`src/rtl/multicycle_control.sv`:
```
// multicycle_control: Moore FSM that sequences the multi-cycle RV64 datapath
// (fetch, decode, execute, memory, writeback) for R-type, ld, sd and beq.
// It also holds the memory wait handshake, a sticky illegal-opcode trap and a
// retired-instruction counter.
// Optional feature: define MULTICYCLE_CTRL_TIMEOUT_EN to add a memory wait
// timeout that parks the FSM in TIMEOUT after TIMEOUT_CYCLES stalled cycles.
module multicycle_control #(
  parameter int          CNT_W          = 32,
  parameter int unsigned TIMEOUT_CYCLES = 16
) (
  input  logic             clk,
  input  logic             reset,
  input  logic [6:0]       opcode,
  input  logic             zero,
  input  logic             mem_ready,
  output logic             pc_write,
  output logic             pc_write_cond,
  output logic             pc_source,
  output logic             ir_write,
  output logic             i_or_d,
  output logic             mem_read,
  output logic             mem_write,
  output logic             mem_to_reg,
  output logic             reg_write,
  output logic [1:0]       alu_src_a,
  output logic [1:0]       alu_src_b,
  output logic [1:0]       alu_op,
  output logic             illegal,
  output logic             mem_timeout,
  output logic [3:0]       state_dbg,
  output logic [CNT_W-1:0] instr_retired
);

  localparam logic [3:0] S_IDLE      = 4'd0;
  localparam logic [3:0] S_FETCH     = 4'd1;
  localparam logic [3:0] S_DECODE    = 4'd2;
  localparam logic [3:0] S_MEM_ADDR  = 4'd3;
  localparam logic [3:0] S_MEM_READ  = 4'd4;
  localparam logic [3:0] S_MEM_WB    = 4'd5;
  localparam logic [3:0] S_MEM_WRITE = 4'd6;
  localparam logic [3:0] S_EXEC_R    = 4'd7;
  localparam logic [3:0] S_R_WB      = 4'd8;
  localparam logic [3:0] S_BRANCH    = 4'd9;
  localparam logic [3:0] S_TRAP      = 4'd10;
  localparam logic [3:0] S_TIMEOUT   = 4'd11;

  localparam logic [6:0] OP_R   = 7'b0110011;
  localparam logic [6:0] OP_LD  = 7'b0000011;
  localparam logic [6:0] OP_SD  = 7'b0100011;
  localparam logic [6:0] OP_BEQ = 7'b1100011;

  logic [3:0]       state_q, state_d;
  logic             is_store_q, is_store_d;
  logic [CNT_W-1:0] instr_retired_q, instr_retired_d;
  logic             retire;
  logic             waiting;

  // The branch decision is made in the datapath (pc_write_cond AND zero);
  // the controller itself never looks at the flag.
  logic unused_zero;
  assign unused_zero = zero;

  // FETCH, MEM_READ and MEM_WRITE are the only states that stall on memory.
  assign waiting = (state_q == S_FETCH) || (state_q == S_MEM_READ) ||
                   (state_q == S_MEM_WRITE);

`ifdef MULTICYCLE_CTRL_TIMEOUT_EN
  logic [7:0] wait_cnt_q, wait_cnt_d;
  logic [7:0] wait_inc;
  logic       wait_expired;

  assign wait_inc     = wait_cnt_q + 8'd1;
  // mem_ready in the limit cycle wins, so expiry needs a stalled cycle.
  assign wait_expired = waiting && !mem_ready && (wait_inc == 8'(TIMEOUT_CYCLES));
`else
  logic       wait_expired;
  logic [7:0] unused_timeout_cfg;

  assign wait_expired       = 1'b0;
  assign unused_timeout_cfg = 8'(TIMEOUT_CYCLES);
`endif

  // Next-state selection; the ld/sd choice is captured in DECODE so MEM_ADDR
  // does not depend on opcode outside the decode cycle.
  always_comb begin
    state_d    = state_q;
    is_store_d = is_store_q;
    case (state_q)
      S_IDLE:      state_d = S_FETCH;
      S_FETCH:     if (mem_ready) state_d = S_DECODE;
      S_DECODE: begin
        is_store_d = (opcode == OP_SD);
        case (opcode)
          OP_R:         state_d = S_EXEC_R;
          OP_LD, OP_SD: state_d = S_MEM_ADDR;
          OP_BEQ:       state_d = S_BRANCH;
          default:      state_d = S_TRAP;
        endcase
      end
      S_MEM_ADDR:  state_d = is_store_q ? S_MEM_WRITE : S_MEM_READ;
      S_MEM_READ:  if (mem_ready) state_d = S_MEM_WB;
      S_MEM_WB:    state_d = S_FETCH;
      S_MEM_WRITE: if (mem_ready) state_d = S_FETCH;
      S_EXEC_R:    state_d = S_R_WB;
      S_R_WB:      state_d = S_FETCH;
      S_BRANCH:    state_d = S_FETCH;
      S_TRAP:      state_d = S_TRAP;
      S_TIMEOUT:   state_d = S_TIMEOUT;
      default:     state_d = S_IDLE;
    endcase
    if (wait_expired) state_d = S_TIMEOUT;
  end

  // An instruction retires on the edge that leaves its final state.
  always_comb begin
    retire = (state_q == S_MEM_WB) || (state_q == S_R_WB) ||
             (state_q == S_BRANCH) || ((state_q == S_MEM_WRITE) && mem_ready);
    instr_retired_d = retire ? instr_retired_q + CNT_W'(1) : instr_retired_q;
  end

  // State, store flag and retire counter registers.
  always_ff @(posedge clk or posedge reset) begin
    if (reset) begin
      state_q         <= S_IDLE;
      is_store_q      <= 1'b0;
      instr_retired_q <= '0;
    end else begin
      state_q         <= state_d;
      is_store_q      <= is_store_d;
      instr_retired_q <= instr_retired_d;
    end
  end

`ifdef MULTICYCLE_CTRL_TIMEOUT_EN
  // Wait counter restarts whenever the state changes (i.e. on entry to a
  // wait state) and counts stalled cycles while the state holds.
  always_comb begin
    wait_cnt_d = wait_cnt_q;
    if (state_d != state_q) wait_cnt_d = 8'd0;
    else if (waiting && !mem_ready) wait_cnt_d = wait_inc;
  end

  // Wait counter register.
  always_ff @(posedge clk or posedge reset) begin
    if (reset) wait_cnt_q <= 8'd0;
    else       wait_cnt_q <= wait_cnt_d;
  end
`endif

  // Moore control decode; only ir_write/pc_write look at mem_ready.
  always_comb begin
    pc_write      = 1'b0;
    pc_write_cond = 1'b0;
    pc_source     = 1'b0;
    ir_write      = 1'b0;
    i_or_d        = 1'b0;
    mem_read      = 1'b0;
    mem_write     = 1'b0;
    mem_to_reg    = 1'b0;
    reg_write     = 1'b0;
    alu_src_a     = 2'b00;
    alu_src_b     = 2'b00;
    alu_op        = 2'b00;
    case (state_q)
      S_FETCH: begin
        mem_read  = 1'b1;
        alu_src_b = 2'b01;
        ir_write  = mem_ready;
        pc_write  = mem_ready;
      end
      S_DECODE: begin
        alu_src_a = 2'b01;
        alu_src_b = 2'b10;
      end
      S_MEM_ADDR: begin
        alu_src_a = 2'b10;
        alu_src_b = 2'b10;
      end
      S_MEM_READ: begin
        mem_read = 1'b1;
        i_or_d   = 1'b1;
      end
      S_MEM_WB: begin
        reg_write  = 1'b1;
        mem_to_reg = 1'b1;
      end
      S_MEM_WRITE: begin
        mem_write = 1'b1;
        i_or_d    = 1'b1;
      end
      S_EXEC_R: begin
        alu_src_a = 2'b10;
        alu_op    = 2'b10;
      end
      S_R_WB:   reg_write = 1'b1;
      S_BRANCH: begin
        alu_src_a     = 2'b10;
        alu_op        = 2'b01;
        pc_write_cond = 1'b1;
        pc_source     = 1'b1;
      end
      default: ;
    endcase
  end

  assign illegal       = (state_q == S_TRAP);
`ifdef MULTICYCLE_CTRL_TIMEOUT_EN
  assign mem_timeout   = (state_q == S_TIMEOUT);
`else
  assign mem_timeout   = 1'b0;
`endif
  assign state_dbg     = state_q;
  assign instr_retired = instr_retired_q;

endmodule

```
`config.mk`:
```
export PLATFORM = sky130hd
export DESIGN_NAME = multicycle_control
export DESIGN_NICKNAME = d
export VERILOG_FILES = /design/src/rtl/multicycle_control.sv
export SDC_FILE = /design/constraint.sdc
export NUM_CORES = 1
export LEC_CHECK = 0
export ABC_AREA = 0
export CAP_MARGIN = 15
export CORE_MARGIN = 1
export CORE_UTILIZATION = 42
export DETAILED_ROUTE_END_ITERATION = 6
export GPL_ROUTABILITY_DRIVEN = 0
export PLACE_DENSITY_LB_ADDON = 0.15
export SLEW_MARGIN = 25
export SYNTH_ARGS = -nofsm -noshare
export SYNTH_HDL_FRONTEND = slang
export SYNTH_SLANG_ARGS = --single-unit
```
`constraint.sdc`:
```
create_clock -name clk -period 2 [get_ports clk]
set_clock_uncertainty 0.05 [all_clocks]
set_input_delay 0.2 -clock clk [delete_from_list [all_inputs] [get_ports clk]]
set_output_delay 0.2 -clock clk [all_outputs]
set_load 0.005 [all_outputs]
```
After elaboration in Yosys (flattened, before gate mapping). Index checks and enable logic that the tools add are counted.

Flip-flop bits (word level): 37. Output and inout port bits: 53. Logic and storage cells: 51. Input port bits: 11.

Reduce and logical (&&, ||, !) cells: 13. Add/subtract/negate cells: 1. Eq/ne operators: 18. Mux-type cells: 16.

Operators with widths (number): 4-bit one-hot mux with 9 select lines (1); 32-bit by 1-bit adder with 32-bit output, second input constant (1); 4-bit by 3-bit equality test with 1-bit output, second input constant (4); 4-bit equality test, second input constant (4); 7-bit by 6-bit equality test with 1-bit output, second input constant (2); 4-bit two-way mux (3); 2-bit one-hot mux with 2 select lines (3); 4-bit one-hot mux with 3 select lines (1); 2-bit OR reduction (5); 4-bit by 2-bit equality test with 1-bit output, second input constant (2); 7-bit by 2-bit equality test with 1-bit output, second input constant (1); 7-bit equality test, second input constant (1); 1-bit two-way mux (7); 2-bit != test, second input constant (3); 4-bit by 1-bit equality test with 1-bit output, second input constant (1); 4-bit zero test (1); 4-bit OR reduction (1); 1-bit logical OR (3); 3-bit AND reduction (1); 3-bit OR reduction (1); 2-bit two-way mux (1); 1-bit logical AND (1).

Depth between registers and ports, before layout.
Word-level depth: 4. Depth in mapped cells: 7.

Least setup slack after synthesis. OpenSTA, ideal clock, no wires.

Path kind: reg-to-reg. Start point: reg state_q[3], in the netlist state_dbg[3]. End point: reg instr_retired_q[15], in the netlist instr_retired[15]. Stages on the path, launching flop included: 7. Slack: 0.109 ns. Setup time: 0.124 ns. Buffers on the path: 1. Arrival: 1.717 ns. Clock period less this slack: 1.891 ns. Cells stage by stage: dfrtp_1 -> nand2b_1 -> o311ai_4 -> and4_1 -> buf_2 -> nand4_1 -> xnor2_1.

Cells in the longest elaborated chain, start to end: 4. Elaborated cells between the ends (all ways): 8.

Ends and longest elaborated chain: start, declared (line 52) `logic [3:0] state_q, state_d;`; start signal, assigned (line 128) `state_q <= state_d;`; 4-bit by 3-bit equality test with 1-bit output or 4-bit equality test (tied branches) (line 116) `retire = (state_q == S_MEM_WB) || (state_q == S_R_WB) ||`; 1-bit logical OR (2 in series) (line 116); 1-bit logical OR (*) (line 117) `(state_q == S_BRANCH) || ((state_q == S_MEM_WRITE) && mem_ready);`; end signal, assigned (line 130) `instr_retired_q <= instr_retired_d;`; end, declared (line 54) `logic [CNT_W-1:0] instr_retired_q, instr_retired_d;`.

Every way passes the cells marked *; elsewhere a longest branch is shown, timed or not. A chain may end at the register's enable or synchronous reset.

Final worst setup path.
Start point: reg state_q[3], in the netlist state_dbg[3]. End point: reg instr_retired_q[25], in the netlist instr_retired[25].

The elaborated chain is that of the path after synthesis.

==> impl_metrics.csv <==
group,metric,value,unit
timing,timing.fmax,501,MHz
global_route,grt_max_degree,38,
clock_network,cts_tree,"built",
layout,antenna_cells,0,
logic_synthesis,synth_warnings,0,
logic_synthesis,synth_edf_count,0,
critical_path,path_class,"reg -> reg",
layout,num-nets-final,319,
layout,area_growth,57.5,%
critical_path,crit_arrival,2.16,ns
layout,stdcell_area,3260,um2
global_route,grt_pass1_vias,1618,
logic_synthesis,synth_cell_type_count,43,
logic_synthesis,syn_nets,220,
die,io_pins,64,
placement,place_inst,347,
die,rows,25,
placement,numPortBuffers,61,
logic_synthesis,yosysTopAreaCell,"dfrtp_1",
global_route,antenna_found_initial,0,
detailed_routing,via_per_inst,4.88,
logic_synthesis,synthMostInstantiatedCell,"dfrtp_1",
flow_run,maxCapViolCount,0,
logic_synthesis,synth_area,2070,um2
layout,post-route-util,69.1,%
clock_network,htreeDepth,2,
die,die_width,72.3,um
detailed_routing,wl,5150,um
critical_path,r2r-start,"state_dbg[3]$_DFFE_PP0P_",
critical_path,r2r_slack,0.003,ns
critical_path,critPathCaptureType,"flip-flop",
clock_network,clockRootBuffer,"clkbuf_8",
timing,fin_setup_tns,0,ns
logic_synthesis,synthCells,208,
critical_path,setup.worst_path.start,"state_dbg[3]$_DFFE_PP0P_",
detailed_routing,vias,1831,
clock_network,insertion_delay,0.29,ns
critical_path,crit_path_end,"instr_retired[25]$_DFFE_PP0P_",
min_path,hold_path_class,"in -> async",
logic_synthesis,avgSynthCellArea,9.97,um2
placement,place_hpwl,3290,um
detailed_routing,dr.pass1.iters,4,
clock_network,clk_pin_slew,0.08,ns
clock_network,cts_num_sinks,37,
critical_path,required,2.17,ns
global_route,grt_pass1_wl,7780,um
timing,hold_violations,0,
timing,period_minus_slack,2.00,ns
die,core_area,4720,um2
layout,instances_no_fill,375,
detailed_routing,drc,0,
power_and_ir_drop,power.leakage,0.00164,uW
die,die_y,72.3,um
clock_network,numCtsBuffers,5,
status,status,"finished, final reports clean",
critical_path,r2r-end,"instr_retired[25]$_DFFE_PP0P_",
logic_synthesis,synthTopCellsByCount,"37 x dfrtp_1, 19 x nor2_1, 18 x nand2_1",
logic_synthesis,dominantRegCellSynth,"dfrtp_1",
die,dieArea,5220,um2
detailed_routing,ant_nets,0,
layout,layout-drive-gt1-share,27.9,%
layout,register_area,931,um2
logic_synthesis,synth_area_leaders,"dfrtp_1 45%, xnor2_1 7.2%, xor2_1 6.3%",
power_and_ir_drop,peakVddDrop,721,uV
layout,multi_input_comb_area,1140,um2
timing,finalSetupViolations,0,
critical_path,crit_slowest_cell,"dfrtp_2",
timing,hold_ws,0.268,ns
global_route,grt_util_all_layers,19.1,%
critical_path,path_cells,"buf_6 > nand2b_4 > o311ai_4 > buf_4 > nand4_4 > buf_4 > nor3_2 > xor2_1",
global_route,overflow,0,
detailed_routing,avgRoutedWirePerCell,13.7,um
timing,slew_viol_final,0,
die,initial_core_util,43.9,%
critical_path,ff2ff_path_depth,8,
logic_synthesis,yosysTopAreaCellShare,44.7,%
clock_network,hold_buffers,0,
critical_path,cp-start-kind,"flip-flop",
logic_synthesis,ys_seq_area_share,44.7,%
critical_path,cp_max_fo,6,
detailed_routing,first_iter_violations,93,
critical_path,cpMostUsedCell,"buf_4",
logic_synthesis,yosys_register_bits,37,
logic_synthesis,ys_async_sr_fraction,100,%
layout,fillCellCount,362,
clock_network,cts_buffer_depth,2,
timing,grt_setup_unrepaired,"true",
placement,placed_cell_area,2870,um2
critical_path,slowest_delay,0.44,ns
power_and_ir_drop,power_density,979,nW/um2
timing,period_share,99.8,%
==> power by group <==
group	leakage (uW)	switching (uW)	total (uW)	internal, uW
sequential	0.000478	124	963	839
combinational	0.00110	709	1660	949
clock	0.0000542	264	575	311
==> how the worst min path moves through the flow <==
stage,end,slack (ns),depth (start not counted)
floorplan,is_store_q$_DFFE_PP0P_,0.24,1
global placement,instr_retired[31]$_DFFE_PP0P_,0.41,1
detailed placement,instr_retired[31]$_DFFE_PP0P_,0.41,1
CTS,instr_retired[29]$_DFFE_PP0P_,0.28,3
global route,instr_retired[30]$_DFFE_PP0P_,0.31,3
finish,instr_retired[29]$_DFFE_PP0P_,0.27,3
==> worst max-delay path: cells and delay by family, from the launching register on <==
| family | cells | cell delay [ns] |
|---|---|---|
| xor+xnor | 1 | 0.15 |
| simple gates | 3 | 0.48 |
| flops | 1 | 0.44 |
| compound gates | 1 | 0.31 |
| buf+inv | 3 | 0.49 |
==> flip-flops by register name (all words and copies together), names as in the netlist <==
| register | flops |
|---|---|
| instr_retired | 32 |
| is_store_q | 1 |
| state_dbg | 4 |
==> cells in the final DEF (no fill, tap or decap), types with 2 or more instances in the layout <==
cell	count
xor2_1	15
nand4_4	3
and2_1	2
nand2_1	17
nor3_2	6
nor3_4	2
and3_1	2
nor2_4	2
buf_6	4
nand2b_1	2
clkdlybuf4s50_1	49
inv_1	8
dlygate4sd2_1	3
nor2_1	17
o21ai_0	4
dlymetal6s2s_1	9
a211oi_1	3
nand4_1	7
nand2b_4	2
nand3_1	9
nor3_1	6
a21oi_1	4
buf_4	39
nor4_4	2
inv_2	2
dfrtp_2	4
clkbuf_8	7
xnor2_1	17
dfrtp_1	33
a21boi_0	2
==> final cells by class <==
type,instances,share of cell area [%]
Clock buffer,7,2.95
Multi-Input combinational cell,148,34.8
Timing Repair Buffer,104,29.6
Inverter,11,1.34
Clock inverter,1,0.153
Tap cell,67,2.57
Sequential cell,37,28.5
==> routing by layer <==
metal | GRT usage [%] | wire length [um]
met4 | 3.92 | 38
met2 | 29.4 | 2470
met3 | 5.14 | 222
met1 | 27.2 | 2430
met5 | 0 | 0
==> cell families after synthesis <==
kind of cell    count (synthesis)  share of synthesized area (%)
flops                          37                           44.7
simple gates                   92                           27.6
mux                             1                          0.543
other cells                     1                          0.181
fa+ha+maj                       2                           1.09
buf+inv                        23                           5.37
compound gates                 20                           7.00
xor+xnor                       32                           13.5
==> timing repair <==
item | CTS | global route
pin swaps | 4 | 8
resized for setup | 22 | 24
buffers inserted | 6 | 14
endpoints found under the setup margin | 13 | 26
==> metrics by stage <==
step	total power [uW]	worst slack [ns]
6_report	3200	0.00347
5_1_grt	3390	-0.0714
4_1_cts	3020	-0.00220
3_5_place_dp	2260	-0.0713
3_3_place_gp	2260	-0.0227
2_1_floorplan	1590	0.109
No activity file was read; power rests on OpenSTA's default activity.
